$ cat src/rtl/puf_majority_vote.sv
// Majority vote over N repeated PUF evaluations, with optional per-bit instability mask.
// Define UNSTABLE_MASK_EN to build the UNSTABLE comparison logic; otherwise UNSTABLE is tied to 0.
module puf_majority_vote #(
  parameter int W     = 128,
  parameter int CNT_W = 4
) (
  input  logic             CLK,
  input  logic             RESET,
  input  logic             START,
  input  logic [CNT_W-1:0] N_EVAL,
  output logic             REQ_EVAL,
  input  logic             DONE_IN,
  input  logic [W-1:0]     PUF_IN,
  output logic [W-1:0]     RESULT,
  output logic [W-1:0]     UNSTABLE,
  output logic             BUSY,
  output logic             VALID
);

  typedef enum logic [1:0] {IDLE, REQ, WAIT, DECIDE} state_t;

  state_t           state_q, state_d;
  logic [CNT_W-1:0] n_q, n_d;
  logic [CNT_W-1:0] cnt_q, cnt_d;
  logic [CNT_W-1:0] cnt_inc;
  logic [CNT_W-1:0] ones_q [W];
  logic [CNT_W-1:0] ones_d [W];
  logic [W-1:0]     result_q, result_d;
  logic             valid_q, valid_d;
  logic             accept, eval, decide;

  // One extra bit keeps 2*ones from overflowing before the compare.
  function automatic logic majority(input logic [CNT_W-1:0] ones, input logic [CNT_W-1:0] n);
    logic [CNT_W:0] twice;
    twice = {ones, 1'b0};
    return twice > {1'b0, n};
  endfunction

  assign accept  = (state_q == IDLE) && START && (N_EVAL != '0);
  assign eval    = (state_q == WAIT) && DONE_IN;
  assign decide  = (state_q == DECIDE);
  assign cnt_inc = cnt_q + 1'b1;

  always_comb begin
    state_d = state_q;
    case (state_q)
      IDLE:    if (accept) state_d = REQ;
      REQ:     state_d = WAIT;
      WAIT:    if (eval) state_d = (cnt_inc == n_q) ? DECIDE : REQ;
      DECIDE:  state_d = IDLE;
      default: state_d = IDLE;
    endcase
  end

  always_comb begin
    REQ_EVAL = (state_q == REQ);
    BUSY     = (state_q != IDLE);
  end

  always_comb begin
    n_d      = accept ? N_EVAL : n_q;
    cnt_d    = accept ? '0 : (eval ? cnt_inc : cnt_q);
    result_d = result_q;
    valid_d  = decide;
    for (int i = 0; i < W; i++) begin
      ones_d[i] = ones_q[i];
      if (accept)
        ones_d[i] = '0;
      else if (eval)
        ones_d[i] = ones_q[i] + CNT_W'(PUF_IN[i]);
      if (decide)
        result_d[i] = majority(ones_q[i], n_q);
    end
  end

  always_ff @(posedge CLK) begin
    if (RESET) begin
      state_q  <= IDLE;
      n_q      <= '0;
      cnt_q    <= '0;
      result_q <= '0;
      valid_q  <= 1'b0;
      for (int i = 0; i < W; i++) ones_q[i] <= '0;
    end else begin
      state_q  <= state_d;
      n_q      <= n_d;
      cnt_q    <= cnt_d;
      result_q <= result_d;
      valid_q  <= valid_d;
      for (int i = 0; i < W; i++) ones_q[i] <= ones_d[i];
    end
  end

  assign RESULT = result_q;
  assign VALID  = valid_q;

`ifdef UNSTABLE_MASK_EN
  logic [W-1:0] unstable_q, unstable_d;

  // A bit is unstable when it was neither always 0 nor always 1.
  always_comb begin
    unstable_d = unstable_q;
    if (decide)
      for (int i = 0; i < W; i++)
        unstable_d[i] = (ones_q[i] != '0) && (ones_q[i] != n_q);
  end

  always_ff @(posedge CLK) begin
    if (RESET) unstable_q <= '0;
    else       unstable_q <= unstable_d;
  end

  assign UNSTABLE = unstable_q;
`else
  assign UNSTABLE = '0;
`endif

endmodule

$ cat config.mk
export PLATFORM = sky130hd
export DESIGN_NAME = puf_majority_vote
export DESIGN_NICKNAME = d
export VERILOG_FILES = /design/src/rtl/puf_majority_vote.sv
export SDC_FILE = /design/constraint.sdc
export NUM_CORES = 1
export LEC_CHECK = 0
export ABC_CLOCK_PERIOD_IN_PS = 4200
export CAP_MARGIN = 20
export CORE_ASPECT_RATIO = 1.25
export CORE_UTILIZATION = 50
export CTS_BUF_LIST = sky130_fd_sc_hd__clkbuf_8
export DETAILED_ROUTE_END_ITERATION = 8
export PLACE_DENSITY = 0.72
export SYNTH_ARGS = -nofsm -noshare
export SYNTH_HDL_FRONTEND = slang
export SYNTH_SLANG_ARGS = --single-unit
$ cat constraint.sdc
create_clock -name CLK -period 4.2 [get_ports CLK]
set_input_delay 0.42 -clock CLK [delete_from_list [all_inputs] [get_ports CLK]]
set_output_delay 0.42 -clock CLK [all_outputs]
set_load 0.05 [all_outputs]
==> impl_metrics.env, run 1 <==
export IMPL_status="finished, final reports clean"
export IMPL_max_slew_margin_pct=45.2
export IMPL_ys_flop_type="dfxtp_1"
export IMPL_start_util_pct=50.7
export IMPL_cts_tree="yes"
export IMPL_antenna_found_initial=5
export IMPL_drtAntennaViolNets=0
export IMPL_powerDensity_mw_per_mm2=334
export IMPL_slew_viol_final=0
export IMPL_num_rows=110
export IMPL_setup_ws_ns=1.57
export IMPL_timing_final_crit_share_pct=62.6
export IMPL_coreArea_sq_mm=0.0723
export IMPL_avgSynthCellArea_sq_um=9.21
export IMPL_synth_edf_count=0
export IMPL_cts_resized=0
export IMPL_drive_above_1_share_pct=6.99
export IMPL_clkLatencyLatePin_ns=0.75
export IMPL_fin_worst_skew_ns=0.0423
export IMPL_grt_start_max_net_pins=136
export IMPL_routed_wl_um=81700
export IMPL_via_per_inst=5.35
export IMPL_final_cell_mix="dfxtp_1 (650), nand2_1 (644), ha_1 (641)"
export IMPL_critPathKind="register to output pin"
export IMPL_slowest_stage="clkdlybuf4s50_1"
export IMPL_yosysSeqAreaShare_pct=35.6
export IMPL_drc=0
export IMPL_layout_nets=4964
export IMPL_yosysWarnings=0
export IMPL_synth_cell_types=35
export IMPL_start_kind="register"
export IMPL_critPathTopFamily="buffers and inverters"
export IMPL_routed_top_layer="met5"
export IMPL_rrSetupSlack_ns=1.74
export IMPL_die_w_um=244
export IMPL_required_ns=3.78
export IMPL_cellLeakagePower_nw=19.0
export IMPL_critPathBufInv=1
export IMPL_max_freq_mhz=380
export IMPL_ir_worst_vdd_v=0.000241
export IMPL_path_cells="or2_1, clkdlybuf4s50_1"
export IMPL_worstPathArrival_ns=2.21
export IMPL_drv_cap=0
export IMPL_grt_pass1_vias=26800
export IMPL_grtUsageTotal_pct=21.8
export IMPL_dieArea_sq_mm=0.0743
export IMPL_endpoint_kind="output pin"
export IMPL_setup_viol=0
export IMPL_grt_pass1_wl_um=134000
export IMPL_root_buffer="clkbuf_8"
export IMPL_cts_setup_buffers=0
export IMPL_cts_buffers=107
export IMPL_synth_async_reset_ratio_pct=0
export IMPL_worst_slew_pin_slew_ns=0.822
export IMPL_hpwlAfterDp_um=51200
export IMPL_netlist_instances=3976
export IMPL_hp_class="primary input to register"
export IMPL_ys_ff_latch=651
export IMPL_fin_util_pct=57.8
export IMPL_clk_path_buf_depth=3
export IMPL_final_hold_violation_count=0
export IMPL_dr_wl_met2_um=38200
export IMPL_grt_ovfl_total=0
export IMPL_rsz0062_at_grt="no"
export IMPL_final_common_cell="dfxtp_1"
export IMPL_clkTransAtPathRegs_ns=0.06
export IMPL_drt_pass1_iter_count=5
export IMPL_post_place_ws_ns=1.24
export IMPL_cts_sink_count=651
export IMPL_synth_area_sq_mm=0.0366
export IMPL_met1_length_um=37800
export IMPL_crit_path_max_incr_delay_ns=0.82
export IMPL_die_y_um=305
export IMPL_fin_tns_setup_ns=0
export IMPL_cts_max_level=3
export IMPL_ios=395
export IMPL_cts_hold_buf=0
export IMPL_crit_fanout=9
export IMPL_area_growth_pct=14.0
export IMPL_drtIter0Drc=1081
export IMPL_fin_crit_ns=2.63
export IMPL_holdWs_ns=0.170
export IMPL_met3_length_um=3970
export IMPL_wl_per_cell_um=15.6
export IMPL_place_congestion=0.772
export IMPL_io_buffers=266
export IMPL_vias=28000
export IMPL_fill_cells=6441
-- routing by layer --
layer / up-vias / track usage (%)
li1: 14200 / -
met1: 13200 / 27.7
met2: 487 / 37.0
met3: 117 / 4.24
met4: 8 / 6.99
met5: - / 0
-- cell usage after synthesis (all sizes together), types with 2 or more instances --
library cell  count  area, sq um
dfxtp           651        13000
nand2           645         2420
ha              641         8020
nor2            395         1480
a21oi           387         2270
xor2            258         2260
a21o            256         1920
buf             229         1720
a211oi          128          961
nand4           128          801
nand4b          128         1120
clkbuf          101          379
xnor2             5         43.8
inv               4         15.0
mux2i             4         40.0
and2              2         12.5
or2               2         12.5
-- per-stage QoR --
stage          cells  total power [W]  area [sq um]
2_1_floorplan   4103          0.00772         37100
3_3_place_gp    5030          0.00809         39400
3_5_place_dp    5030          0.00812         39400
4_1_cts         5227           0.0141         41700
5_1_grt         5229           0.0146         41700
6_report        5231           0.0140         41700
-- final cells by class --
class | instances | area [sq um] | area share, %
clock inverter | 56 | 392 | 0.938
clock buffer | 141 | 1940 | 4.65
multi-input combinational | 3118 | 22000 | 52.6
tap | 952 | 1190 | 2.85
sequential | 651 | 13000 | 31.2
inverter | 4 | 30.0 | 0.0719
timing repair buffer | 305 | 3170 | 7.59
antenna | 4 | 10.0 | 0.0240
-- logic make-up after synthesis --
kind of cell,synth area share [%]
XOR/XNOR,6.36
other,0.0102
buffers and inverters,5.76
multiplexers,0.109
AO/OA/AOI/OAI,14.2
adder cells (fa/ha/maj),21.9
AND/OR/NAND/NOR,16.1
flip-flops,35.6
-- worst paths after layout --
check / endpoint / startpoint / cells after the start
setup / recovery: BUSY / state_q[1] / 2
hold / removal: RESULT[111] / RESET / 2
hold reg to reg: cnt_q[1] / cnt_q[1] / 2
setup reg to reg: ones_q[1][18] / state_q[1] / 6
-- registers in the layout, indices dropped and copies added, names as in the netlist --
name,flops
state_q,2
RESULT,128
ones_q,512
cnt_q,4
n_q,4
VALID,1
-- power by group --
group / internal, W / leakage, nW / total, W / switching (W)
clock network: 0.00331 / 1.34 / 0.00598 / 0.00266
logic: 0.000540 / 12.4 / 0.00169 / 0.00115
registers: 0.00623 / 5.25 / 0.00629 / 0.0000562
total: 0.0101 / 19.0 / 0.0140 / 0.00387
(Power assumes the default switching activity.)
==> run 2: changes to the inputs <==
Settings changed: ABC_CLOCK_PERIOD_IN_PS 4200 to 2500.
Clock period 4.2 ns to 2.5 ns, I/O delays scaled along.
==> impl_metrics.env, run 2 (synthesis results as in run 1) <==
export IMPL_hp_class="primary input to register"
export IMPL_clk_path_buf_depth=3
export IMPL_num_rows=110
export IMPL_crit_path_max_incr_delay_ns=0.96
export IMPL_rsz0062_at_grt="no"
export IMPL_critPathBufInv=1
export IMPL_max_freq_mhz=438
export IMPL_die_y_um=305
export IMPL_dr_wl_met2_um=38300
export IMPL_layout_nets=4986
export IMPL_slowest_stage="clkdlybuf4s50_1"
export IMPL_fin_crit_ns=2.29
export IMPL_powerDensity_mw_per_mm2=554
export IMPL_drtAntennaViolNets=0
export IMPL_placed_cell_area_sq_mm=0.0398
export IMPL_p_total_w=0.0233
export IMPL_cts_setup_buffers=0
export IMPL_grt_pass1_wl_um=135000
export IMPL_clkLatencyLatePin_ns=0.74
export IMPL_fin_worst_skew_ns=0.0254
export IMPL_drive_above_1_share_pct=7.45
export IMPL_largest_reg_flops=512
export IMPL_crit_fanout=2
export IMPL_wl_per_cell_um=15.5
export IMPL_ir_worst_vdd_v=0.000503
export IMPL_hpwlAfterDp_um=52500
export IMPL_start_util_pct=50.7
export IMPL_post_place_ws_ns=0.266
export IMPL_cts_sink_count=651
export IMPL_grtUsageTotal_pct=21.7
export IMPL_final_cell_mix="dfxtp_1 (649), nand2_1 (644), ha_1 (641)"
export IMPL_grt_start_max_net_pins=108
export IMPL_endpoint_kind="output pin"
export IMPL_grt_pass1_vias=27500
export IMPL_start_kind="register"
export IMPL_slew_viol_final=0
export IMPL_root_buffer="clkbuf_8"
export IMPL_routed_wl_um=81200
export IMPL_setup_ws_ns=0.215
export IMPL_clkTransAtPathRegs_ns=0.06
export IMPL_final_hold_violation_count=0
export IMPL_dieArea_sq_mm=0.0743
export IMPL_met1_length_um=37500
export IMPL_vias=27900
export IMPL_path_cells="clkdlybuf4s50_1"
export IMPL_timing_final_crit_share_pct=91.4
export IMPL_worst_slew_pin_slew_ns=0.731
export IMPL_cts_max_level=3
export IMPL_status="finished, final reports clean"
export IMPL_max_slew_margin_pct=51.1
export IMPL_cts_tree="yes"
export IMPL_coreArea_sq_mm=0.0723
export IMPL_fin_util_pct=58.2
export IMPL_critPathTopFamily="buffers and inverters"
export IMPL_drc=0
export IMPL_antenna_found_initial=3
export IMPL_met3_length_um=3380
export IMPL_area_growth_pct=14.8
export IMPL_routed_top_layer="met5"
export IMPL_drv_cap=0
export IMPL_ios=395
export IMPL_drtIter0Drc=1040
export IMPL_final_common_cell="dfxtp_1"
export IMPL_worstPathArrival_ns=2.04
export IMPL_cts_buffers=107
export IMPL_die_w_um=244
export IMPL_cellLeakagePower_nw=19.2
export IMPL_place_congestion=0.774
export IMPL_io_buffers=266
export IMPL_regMostFlops="ones_q"
export IMPL_setup_viol=0
export IMPL_fill_cells=6446
export IMPL_via_per_inst=5.32
export IMPL_grt_ovfl_total=0
export IMPL_holdWs_ns=0.200
export IMPL_critPathKind="register to output pin"
export IMPL_required_ns=2.25
export IMPL_stdcell_area_sq_mm=0.0420
export IMPL_drt_pass1_iter_count=4
==> run 2: final timing paths <==
| kind | slack, ns | endpoint | cells past startpoint | from |
|---|---|---|---|---|
| max | 0.21 | RESULT[6] | 1 | RESULT[6] |
| min reg2reg | 0.48 | ones_q[0][140] | 2 | ones_q[0][140] |
| max reg2reg | 0.44 | RESULT[66] | 7 | n_q[1] |
| min | 0.20 | n_q[3] | 3 | N_EVAL[3] |
==> run 2: stage by stage <==
stage | TNS, ns | instances
finish | 0 | 5248
global route | 0 | 5248
CTS | 0 | 5246
detailed placement | 0 | 5051
global placement | 0 | 5051
floorplan | -85.63 | 4103
==> run 2: worst reg2reg max path: cells and delay by family, from the launching register on <==
family | cells | cell delay [ns]
buffers and inverters | 2 | 0.46
DFF | 1 | 0.42
adders and majority gates | 1 | 0.35
AOI/OAI and AO/OA | 4 | 0.70
==> run 2: area by class of cell <==
cell class,count,area [sq um],area share (%)
multi-input cells,3118,22000,52.3
flip-flops and latches,651,13000,31.0
repair buffers,327,3540,8.42
clock buffers,134,1840,4.39
well taps,952,1190,2.83
clock inverters,60,423,1.01
inverters,4,26.3,0.0625
diodes,2,5.00,0.0119
==> run 2: metal layers <==
metal  track usage [%]  vias up
met1              27.5    13100
met2              37.2      487
li1                  -    14200
met3              3.50      124
met5                 0        -
met4              7.43        4
==> run 2: timing repair <==
item / CTS / global route
gates resized for setup: 1 / 1
hold buffers: 1 / 0
endpoints found under the setup margin: 1 / 1
endpoints found under the hold margin: 19 / 0
==> run 2: report_power, final <==
part | internal, W | total [W] | switching [W]
registers | 0.0105 | 0.0106 | 0.0000903
logic | 0.000971 | 0.00291 | 0.00194
clock network | 0.00543 | 0.00983 | 0.00440
==> run 3: changes to the inputs <==
Settings changed: CAP_MARGIN 20 to unset.
==> results of run 3 <==
The final DEF is identical to that of run 2; final timing and power are the same.
